### config.mk
export PLATFORM = sky130hd
export DESIGN_NAME = sriov_ext_cap_regs
export DESIGN_NICKNAME = d
export VERILOG_FILES = /design/src/rtl/sriov_ext_cap_regs.sv
export SDC_FILE = /design/constraint.sdc
export NUM_CORES = 1
export LEC_CHECK = 0
export CORE_MARGIN = 2
export CORE_UTILIZATION = 47
export CTS_BUF_LIST = sky130_fd_sc_hd__clkbuf_16
export CTS_CLUSTER_SIZE = 25
export DETAILED_ROUTE_END_ITERATION = 16
export PLACE_DENSITY = 0.8
export SLEW_MARGIN = 15
export SYNTH_ARGS = -nofsm -noshare
export SYNTH_HDL_FRONTEND = slang
export SYNTH_SLANG_ARGS = --single-unit
### constraint.sdc
create_clock -name clk -period 2.9 [get_ports clk]
set_input_delay 0.58 -clock clk [delete_from_list [all_inputs] [get_ports clk]]
set_output_delay 0.58 -clock clk [all_outputs]
set_load 0.005 [all_outputs]
### src/rtl/sriov_ext_cap_regs.sv
// SR-IOV Extended Capability register block with byte-enabled writes, registered
// reads and a VF Enable sequencer that gates the VF population seen by the function.
module sriov_ext_cap_regs #(
    parameter logic [11:0] CAP_OFFSET      = 12'h160,
    parameter logic [11:0] NEXT_PTR        = 12'h000,
    parameter logic [3:0]  CAP_VER         = 4'h1,
    parameter logic [31:0] SRIOV_CAPS      = 32'h0,
    parameter int          TOTAL_VFS       = 16,
    parameter logic [15:0] FIRST_VF_OFFSET = 16'h0001,
    parameter logic [15:0] VF_STRIDE       = 16'h0001,
    parameter logic [15:0] VF_DEVICE_ID    = 16'h0000,
    parameter int          ENABLE_WAIT     = 1000,
    parameter int          DISABLE_WAIT    = 100
) (
    input  logic        clk,
    input  logic        rst_n,
    input  logic [11:0] addr,
    input  logic        wr_en,
    input  logic [3:0]  wr_be,
    input  logic [31:0] wr_data,
    input  logic        rd_en,
    output logic [31:0] rd_data,
    output logic        rd_valid,
    output logic        rd_hit,
    output logic        is_last_cap,
    output logic        vf_active,
    output logic        vf_busy,
    output logic        vf_reset,
    output logic [15:0] num_vfs_active,
    output logic        vf_mse
);

    localparam int MAX_WAIT = (ENABLE_WAIT > DISABLE_WAIT) ? ENABLE_WAIT : DISABLE_WAIT;
    localparam int CNT_W    = $clog2(MAX_WAIT + 1);
    localparam logic [CNT_W-1:0] EN_LOAD  = CNT_W'(ENABLE_WAIT - 1);
    localparam logic [CNT_W-1:0] DIS_LOAD = CNT_W'(DISABLE_WAIT - 1);
    localparam logic [15:0]      TVFS     = 16'(TOTAL_VFS);
    localparam logic [9:0]       BASE_DW  = CAP_OFFSET[11:2];

    typedef enum logic [1:0] {S_OFF, S_ENABLING, S_ON, S_DISABLING} state_t;

    state_t           state_q, state_d;
    logic [CNT_W-1:0] cnt_q, cnt_d;
    logic [15:0]      nva_q, nva_d;
    logic             vf_reset_q, vf_reset_d;

    logic        ctrl_vfe, ctrl_mse, ctrl_ari;
    logic [15:0] num_vfs;

    logic [9:0]  dw_off;
    logic        in_win;
    logic [2:0]  reg_sel;
    logic [31:0] rd_mux;
    logic [15:0] num_merged;
    logic        cfg_locked;
    logic        unused_ok;

    assign dw_off    = addr[11:2] - BASE_DW;
    assign in_win    = (addr[11:2] >= BASE_DW) && (dw_off < 10'd8);
    assign reg_sel   = dw_off[2:0];
    assign unused_ok = ^{1'b0, addr[1:0], wr_data[31:16], wr_be[3:2]};

    // Read view always reflects the pre-write register state of this cycle.
    always_comb begin
        // NOTE: every always_comb output gets a default first so no latch is inferred.
        rd_mux = 32'h0;
        case (reg_sel)
            3'd0: rd_mux = {NEXT_PTR, CAP_VER, 16'h0010};
            3'd1: rd_mux = SRIOV_CAPS;
            3'd2: rd_mux = {16'h0, 11'h0, ctrl_ari, ctrl_mse, 2'b00, ctrl_vfe};
            3'd3: rd_mux = {TVFS, TVFS};
            3'd4: rd_mux = {16'h0, num_vfs};
            3'd5: rd_mux = {VF_STRIDE, FIRST_VF_OFFSET};
            3'd6: rd_mux = {VF_DEVICE_ID, 16'h0};
            default: rd_mux = 32'h0;
        endcase
    end

    always_ff @(posedge clk or negedge rst_n) begin
        if (!rst_n) begin
            rd_data  <= 32'h0;
            rd_valid <= 1'b0;
            rd_hit   <= 1'b0;
        end else begin
            // NOTE: sequential state uses non-blocking assignments so all flops update together.
            rd_valid <= rd_en;
            rd_hit   <= rd_en && in_win;
            rd_data  <= (rd_en && in_win) ? rd_mux : 32'h0;
        end
    end

    // NumVFs and ARI are frozen while VFs are enabled or a sequence is running.
    assign cfg_locked = ctrl_vfe || (state_q != S_OFF);
    assign num_merged = {wr_be[1] ? wr_data[15:8] : num_vfs[15:8],
                         wr_be[0] ? wr_data[7:0]  : num_vfs[7:0]};

    always_ff @(posedge clk or negedge rst_n) begin
        if (!rst_n) begin
            ctrl_vfe <= 1'b0;
            ctrl_mse <= 1'b0;
            ctrl_ari <= 1'b0;
            num_vfs  <= 16'h0;
        end else if (wr_en && in_win) begin
            case (reg_sel)
                3'd2: if (wr_be[0]) begin
                    ctrl_vfe <= wr_data[0];
                    ctrl_mse <= wr_data[3];
                    if (!cfg_locked) ctrl_ari <= wr_data[4];
                end
                3'd4: if ((|wr_be[1:0]) && !cfg_locked && (num_merged <= TVFS))
                    num_vfs <= num_merged;
                default: ;
            endcase
        end
    end

    always_ff @(posedge clk or negedge rst_n) begin
        if (!rst_n) begin
            state_q    <= S_OFF;
            cnt_q      <= '0;
            nva_q      <= 16'h0;
            vf_reset_q <= 1'b0;
        end else begin
            state_q    <= state_d;
            cnt_q      <= cnt_d;
            nva_q      <= nva_d;
            vf_reset_q <= vf_reset_d;
        end
    end

    always_comb begin
        state_d    = state_q;
        cnt_d      = cnt_q;
        nva_d      = nva_q;
        vf_reset_d = 1'b0;
        case (state_q)
            S_OFF: if (ctrl_vfe && (num_vfs != 16'h0)) begin
                state_d = S_ENABLING;
                cnt_d   = EN_LOAD;
                nva_d   = num_vfs;
            end
            S_ENABLING, S_ON: begin
                if (!ctrl_vfe) begin
                    state_d    = S_DISABLING;
                    cnt_d      = DIS_LOAD;
                    vf_reset_d = 1'b1;
                end else if (state_q == S_ENABLING) begin
                    if (cnt_q == '0) state_d = S_ON;
                    else             cnt_d   = cnt_q - 1'b1;
                end
            end
            S_DISABLING: begin
                if (cnt_q == '0) begin
                    state_d = S_OFF;
                    nva_d   = 16'h0;
                end else begin
                    cnt_d = cnt_q - 1'b1;
                end
            end
            default: state_d = S_OFF;
        endcase
    end

    assign is_last_cap    = (NEXT_PTR == 12'h000);
    assign vf_active      = (state_q == S_ON);
    assign vf_busy        = (state_q == S_ENABLING) || (state_q == S_DISABLING);
    assign vf_mse         = ctrl_mse && vf_active;
    assign vf_reset       = vf_reset_q;
    assign num_vfs_active = nva_q;

endmodule

## Word level (Yosys, flattened, before mapping)

Index checks and enable logic that the tools add are counted.

| storage, ports and cells | value |
|---|---|
| register bits | 82 |
| bits of input ports | 52 |
| output and inout bits | 55 |
| logic and storage cells | 72 |

| cells by class | value |
|---|---|
| add/sub/neg operators | 2 |
| order comparisons | 3 |
| equal/unequal tests | 11 |
| muxes and demuxes | 20 |
| bitwise operators | 1 |
| reduce and logical (&&, ||, !) cells | 24 |

Operators by type and width:

| operator | number |
|---|---|
| 21-bit one-hot mux with 5 select lines | 1 |
| 10-bit 2-to-1 mux | 4 |
| 16-bit 2-to-1 mux | 2 |
| 32-bit 2-to-1 mux | 1 |
| 16-bit one-hot mux with 2 select lines | 1 |
| 10-bit one-hot mux with 3 select lines | 1 |
| 16-bit by 5-bit less-or-equal comparator with 1-bit output, second input constant | 1 |
| 8-bit 2-to-1 mux | 2 |
| 16-bit nonzero test | 1 |
| 10-bit by 7-bit greater-or-equal comparator with 1-bit output, second input constant | 1 |
| 10-bit logical NOT | 1 |
| 10-bit by 4-bit less-than comparator with 1-bit output, second input constant | 1 |
| 2-bit 2-to-1 mux | 5 |
| 10-bit by 1-bit subtractor with 10-bit output, second input constant | 1 |
| 10-bit by 7-bit subtractor with 10-bit output, second input constant | 1 |
| 3-bit AND reduction | 3 |
| 4-bit AND reduction | 2 |
| 1-bit logical AND | 7 |
| 3-bit by 2-bit equality test with 1-bit output, second input constant | 2 |
| 3-bit equality test, second input constant | 2 |
| 3-bit inequality test, second input constant | 2 |
| 2-bit one-hot mux with 3 select lines | 1 |
| 2-bit equality test, second input constant | 2 |
| 2-bit inequality test, second input constant | 2 |
| other kinds (10) | 14 |

## Depth between registers and ports, before layout

Gate-level depths: netlist of the first run.

| logic depth | value |
|---|---|
| depth in word-level cells | 6 |
| depth in mapped cells | 8 |

## Least setup slack after synthesis of the first run

No wires, ideal clock.

| timing path | value |
|---|---|
| path type | input to register |
| start | input addr[5] |
| end | register ctrl_ari |
| setup time | 0.125 ns |
| arrival | 2.346 ns |
| slack | 0.429 ns |
| cell stages on the path | 6 |
| path buffers | 0 |
| cell sequence | ha_1 or4b_4 nor4_2 nor2_2 nor4_2 mux2_2 |

| between the ends | value |
|---|---|
| word-level cells in the longest chain between the ends | 5 |
| elaborated cells between the ends (all ways) | 6 |
| classes of those cells | 1 x add/sub; 2 x order compare; 3 x reduce/logical |

Ends and longest elaborated chain:

| what | RTL line | text |
|---|---|---|
| start: declaration | 17 | `input logic [11:0] addr,` |
| 10-bit by 7-bit subtractor with 10-bit output | 58 | `assign dw_off = addr[11:2] - BASE_DW;` |
| 10-bit by 4-bit less-than comparator with 1-bit output | 59 | `assign in_win = (addr[11:2] >= BASE_DW) && (dw_off < 10'd8);` |
| 1-bit logical AND (*) | 59 |  |
| 1-bit logical AND (*) | 103 | `end else if (wr_en && in_win) begin` |
| 4-bit AND reduction (no source line) (*) | -- |  |
| end signal: assignment | 108 | `if (!cfg_locked) ctrl_ari <= wr_data[4];` |
| end: declaration | 47 | `logic ctrl_vfe, ctrl_mse, ctrl_ari;` |

Every way passes the cells marked *; elsewhere a longest branch is shown, timed or not.
A chain may end at the register's enable or synchronous reset.

## Worst setup path in the final report of the first run

Same ends and word-level chain as after synthesis.

==> results.md, run 1 <==
- Post-Place Cells: 482
- Worst path cell trace: clkdlybuf4s50_1, ha_1, or4b_4, nor4_2, nor2_2, nor4_2, mux2_2
- Postcts setup bufs: 0
- Final Routed Wirelength: 7820 um
- RSZ-0062 raised after global routing: no
- Cts hold-fix bufs: 0
- Relative slew margins: 0.557
- Most used cell, CP: nor4_2
- CTS tree: built
- Overall Power: 2.14 mW
- Reg power frac: 0.444
- Seq/Total Area, Yosys: 0.505
- Total GRT Usage: 0.217
- Power share of the combinational group: 0.051
- Deepest clock path buffer count: 2
- Initial DRT Pass Iterations: 5
- Max IR drop VDD: 0.000293 V
- Synthesized area per cell: 10.7 um^2
- Final core occ: 0.654
- Die area: 0.00786 mm^2
- Post-Syn Area: 0.00337 mm^2
- Number of remaining DRC errors: 0
- Net Sw Frac: 0.219
- Initial core utilization: 0.490
- Finished Cell Area: 0.00449 mm^2
- Synthesis warning total: 0
- Status: completed
- Clk sink count: 68
- Hold Slack: 215 ps
- Reg-to-reg endpoint: num_vfs[2]
- CTS buffer count: 9
- Core ar.: 0.00687 mm^2
- DR iter-0 viols: 193
- Vias: 2703
- Synth Register Bits: 68
- Crit-path max FO: 4
- Dpl hpwl: 5680 um
- Placed cell area: 0.00419 mm^2
- Routability congestion estimate: 0.842
- Final period util: 0.935
- Clock group share of total power: 0.505
- CP arrival: 2930 ps
- PD cells: 477 mW/mm^2
- # resized after CTS: 0
- CP max stage delay: 510 ps
- CP Class: in2reg
- Nets: 456
- DR vias/cell: 5.43
- Internal: 1.67 mW
- Fmax achieved: 0.369 GHz
- R2R cell count: 5
- Diodes inserted: 0
- Clock-pin slew on the worst setup and hold paths: 60 ps
- Post-synth EDFFs: 0
- Leak pwr: 2.04 nW
- Final slew viol count: 0
- Setup WS post-layout: 188 ps
- Io pins: 107
- Skew-Pair Late Insertion Delay: 330 ps
- Cell Rows: 30
- Tmin final: 2710 ps
- R2R Setup Slk: 720 ps
- Worst EP required: 3110 ps
- Final cell count without fillers: 498
- Max cap viols: 0
- Slowest CP cell: or4b_4
- Port Buffers: 71
- Largest net degree at the start of global routing: 27
- Global-route wire length before repair: 13000 um
- Final hold violation count: 0
- Area growth syn-to-layout: 33.4%
- Post-Synthesis Cells: 314
- Routed Antenna Nets: 0
- Pre-CTS setup slack: -172 ps
- Initial antenna violation count: 0
- RR Startpoint: num_vfs[12]
- Setup violators final: 0
- Worst-Margin Slew: 665 ps
- Async S/R FF share, synth: 1.00
- Clock skew: 5.59 ps
- DIE HEIGHT: 88.7 um
- CTS Root Buffer Type: clkbuf_16
- P_sw: 0.469 mW
- Distinct cell type count after synthesis: 50
- Grt total ovfl: 0
- Most common cell after layout, fill and taps aside: clkdlybuf4s50_1
- Main synth FF type: dfrtp_1
- Element type at the critical path start: input pin
- Commonest cells after routing, fill and taps aside: 70 x clkdlybuf4s50_1, 68 x dfrtp_1, 25 x a21oi_1
- CP Capture Type: flip-flop
- Die Wd: 88.7 um
- Avg WL per Cell: 15.7 um
- Sum Neg Setup Slack: 0 ps
- Hold crit path type: in2async
- Vias in the first global route: 2661
- CTS H-tree depth: 3
- Share of cells above drive strength 1: 0.129
worst max-delay path: cells and delay by family:
family                   cells  cell delay (ps)
adder cells (fa/ha/maj)      1              300
AND/OR/NAND/NOR              4             1260
multiplexers                 1              360
buffers and inverters        1              430
kinds of logic after synthesis:
logic type	Yosys count	share of synthesized area
multiplexers	10	0.0386
XOR/XNOR	1	0.00260
flip-flops	68	0.505
AND/OR/NAND/NOR	109	0.208
AO/OA/AOI/OAI	79	0.156
buffers and inverters	38	0.0609
other	2	0.00223
adder cells (fa/ha/maj)	7	0.0260
flip-flops by register name (all words and copies together), names as in the netlist:
register and count:
ctrl_vfe 1, ctrl_ari 1, cnt_q 10, num_vfs_active 16, rd_data 18, rd_valid 1, num_vfs 16, rd_hit 1
vf_reset 1, state_q 2, ctrl_mse 1
cell usage after synthesis, types with 2 or more instances:
master	count	area, um^2
nor3_1	7	35.0
and3_1	14	87.6
nand3_1	4	20.0
nor4_1	6	37.5
a31oi_1	7	43.8
ha_1	7	87.6
o21ai_0	16	80.1
nor3b_1	2	15.0
or2_2	3	18.8
conb_1	2	7.51
nor4b_1	2	17.5
nor2_1	9	33.8
mux2_2	4	45.0
a41oi_1	2	17.5
nand3b_1	5	37.5
dfrtp_1	68	1700
a21oi_1	25	125
o211ai_1	2	15.0
o2bb2ai_1	18	158
nor2_2	2	12.5
buf_4	16	120
nor4_2	2	25.0
mux2_4	5	75.1
nor2b_1	20	125
clkbuf_1	9	33.8
nand2_1	8	30.0
nand2b_1	2	12.5
buf_2	2	10.0
inv_1	11	41.3
and2_1	14	87.6
cell type report:
class,instances,area [um^2]
fill,522,2380
sequential,68,1700
tap,96,120
clock buffer,9,225
multi-input combinational,221,1510
clock inverter,7,76.3
inverter,11,41.3
timing repair buffer,86,818
worst max path at each step:
stage	startpoint	to	slack [ps]	depth (start not counted)
3_5_place_dp	addr[5]	ctrl_ari	-170	7
3_3_place_gp	addr[5]	ctrl_ari	-70	7
4_1_cts	addr[5]	ctrl_ari	180	7
2_1_floorplan	addr[5]	ctrl_ari	430	6
6_report	addr[5]	ctrl_ari	190	7
5_1_grt	addr[5]	ctrl_ari	60	7
power by group through the flow:
stage / Combinational, mW / Clock [mW] / Sequential (mW)
after floorplan: 0.0423 / 0 / 0.968
after detailed placement: 0.109 / 0 / 0.968
final: 0.110 / 1.08 / 0.951
after global placement: 0.107 / 0 / 0.968
after CTS: 0.111 / 1.09 / 0.951
after global routing: 0.122 / 1.14 / 0.951
metal layers:
| layer | GRT usage | wire length, um |
|---|---|---|
| met1 | 0.288 | 3460 |
| met2 | 0.339 | 3620 |
| met3 | 0.0494 | 578 |
| met4 | 0.101 | 160 |
| met5 | 0 | 0 |
Note: power is estimated with default switching activity, not from simulation.
==> inputs of run 2 (changes only) <==
- CTS_CLUSTER_DIAMETER: default -> 40
- GPL_TIMING_DRIVEN: default -> 0
==> run 2 against run 1 <==
- non-clock buffer count is 12 higher
- global-route usage is 0.65 points lower
- cell area is 1.6% higher
- worst setup slack better by 6.5 ps
- clock skew is 1.4 ps lower
- first-iteration DRC count is 18% higher
- critical path depth stayed put
- hold slack worse by 31 ps
- combinational power is 8% higher
- total power is 1.8% higher
- register-to-register slack worse by 390 ps
- largest cell class unchanged
- largest power group unchanged
==> results.md, run 2 (synthesized netlist as in run 1, its figures left out) <==
- Status: completed
- CTS Root Buffer Type: clkbuf_16
- CTS H-tree depth: 3 (unchanged)
- Tmin final: 2710 ps (-6.54 ps)
- Element type at the critical path start: input pin
- Clk sink count: 68 (unchanged)
- Hold crit path type: in2async
- Vias: 2707 (+0.15%)
- Port Buffers: 70 (-1.4%)
- Reg-to-reg endpoint: num_vfs_active[9]
- Deepest clock path buffer count: 2 (unchanged)
- Global Route met2 Usage: 0.318 (-0.0217)
- CTS buffer count: 9 (unchanged)
- Most common cell after layout, fill and taps aside: clkdlybuf4s50_1
- Max reg flops: 18 (unchanged)
- GRT met1 Usage: 0.300 (+0.0119)
- Vias in the first global route: 2556 (-3.9%)
- Skew-Pair Late Insertion Delay: 330 ps (about the same)
- R2R cell count: 8 (+3)
- Die area: 0.00786 mm^2 (unchanged)
- Max IR drop VDD: 0.000299 V (+2.1%)
- Fmax achieved: 0.370 GHz (+0.24%)
- Overall Power: 2.18 mW (+1.8%)
- Placed cell area: 0.00426 mm^2 (+1.5%)
- Worst EP required: 3120 ps (about the same)
- CTS tree: built
- Number of remaining DRC errors: 0 (unchanged)
- Post-Place Cells: 494 (+2.5%)
- Gr busiest metal: met2
- CP Capture Type: flip-flop
- Diodes inserted: 0 (unchanged)
- Routed Antenna Nets: 0 (unchanged)
- Final cell count without fillers: 510 (+2.4%)
- Final slew viol count: 0 (unchanged)
- Area growth syn-to-layout: 35.5%
- Final period util: 0.933 (-0.00226)
- Critical Path Sink: ctrl_ari
- Leak pwr: 2.08 nW (+1.8%)
- R2R Setup Slk: 330 ps (-390 ps)
- Met3 usage: 0.0364 (-0.0131)
- Core ar.: 0.00687 mm^2 (unchanged)
- Final hold violation count: 0 (unchanged)
- Die Wd: 88.7 um (unchanged)
- DR iter-0 viols: 228 (+18%)
- Commonest cells after routing, fill and taps aside: 69 x clkdlybuf4s50_1, 68 x dfrtp_1, 25 x a21oi_1
- Io pins: 107 (unchanged)
- Grt total ovfl: 0 (unchanged)
- RR Startpoint: cnt_q[0]
- Clock-pin slew on the worst setup and hold paths: 60 ps (about the same)
- # resized after CTS: 0 (unchanged)
- Postcts setup bufs: 0 (unchanged)
- Total GRT Usage: 0.211 (-0.00646)
- Largest reg by FF count: rd_data
- Initial DRT Pass Iterations: 4 (-1)
- Relative slew margins: 0.616 (+0.0593)
- Finished Cell Area: 0.00456 mm^2 (+1.6%)
- Cell Rows: 30 (unchanged)
- Final Routed Wirelength: 7670 um (-1.9%)
- Initial core utilization: 0.490 (unchanged)
- CP arrival: 2930 ps (about the same)
- Routability congestion estimate: 0.831 (-1.4%)
- Nets: 468 (+2.6%)
- Setup violators final: 0 (unchanged)
- Initial antenna violation count: 0 (unchanged)
- CP Class: in2reg
- Clock skew: 4.23 ps (-1.36 ps)
- Dpl hpwl: 5660 um (-0.24%)
- Cts hold-fix bufs: 0 (unchanged)
- Global-route wire length before repair: 12500 um (-3.6%)
- DIE HEIGHT: 88.7 um (unchanged)
- PD cells: 478 mW/mm^2 (+0.25%)
- DR vias/cell: 5.31 (-2.2%)
- Avg WL per Cell: 15.0 um (-4.3%)
- Share of cells above drive strength 1: 0.138 (+0.00833)
- Max cap viols: 0 (unchanged)
- Largest net degree at the start of global routing: 36 (+33%)
- Worst-Margin Slew: 576 ps (-88.9 ps)
- RSZ-0062 raised after global routing: no
- Crit-path max FO: 4 (unchanged)
- CP startpoint: addr[6]
run 2: changes by cell type in the layout (fill, tap and decap cells not counted), sizes merged:
cell,change
clkinv,-4
buf,+4
clkdlybuf4s50,-1
clkinvlp,+1
clkbuf,+9
inv,+3
run 2: through the flow:
step | util | hold WS (ps) | setup slack (ps) | setup TNS [ps]
final | 0.664 | 185 | 194 | 0
after CTS | 0.664 | 204 | 188 | 0
after global routing | 0.664 | 225 | 10.1 | 0
after detailed placement | 0.619 | 488 | -163 | -3130
after floorplan | - | 284 | 429 | 0
after global placement | 0.617 | 491 | -886 | -61640
run 2: worst max-delay path, stage by stage:
cell	delay (ps)
clkdlybuf4s50_1	500
ha_1	240
or4b_4	510
nor4_2	320
nor2_2	130
nor4_2	300
mux2_2	360
run 2: area by class of cell:
class	instances	area [um^2]
clock inverter	7	82.6
clock buffer	9	225
tap	96	120
sequential	68	1700
multi-input combinational	221	1510
timing repair buffer	71	718
buffer	27	164
inverter	11	41.3
fill	535	2310
run 2: worst min path at each step:
stage	startpoint	to	slack, ps	cells past startpoint
3_3_place_gp	num_vfs_active[10]	num_vfs_active[10]	490	1
4_1_cts	rst_n	num_vfs_active[8]	200	1
3_5_place_dp	num_vfs_active[7]	num_vfs_active[7]	490	1
6_report	rst_n	num_vfs_active[8]	180	1
5_1_grt	rst_n	num_vfs_active[11]	220	1
2_1_floorplan	rst_n	cnt_q[0]	280	0
run 2: where the power goes:
| part | internal, mW | switching, mW | total, mW |
|---|---|---|---|
| logic | 0.0630 | 0.0562 | 0.119 |
| registers | 0.950 | 0.000850 | 0.951 |
| clock network | 0.679 | 0.432 | 1.11 |
run 2: per-layer routing:
layer,up-vias,part of all wire
li1,1299,-
met1,1306,0.46
met2,98,0.46
met3,4,0.074
met4,0,0.0051
met5,-,0
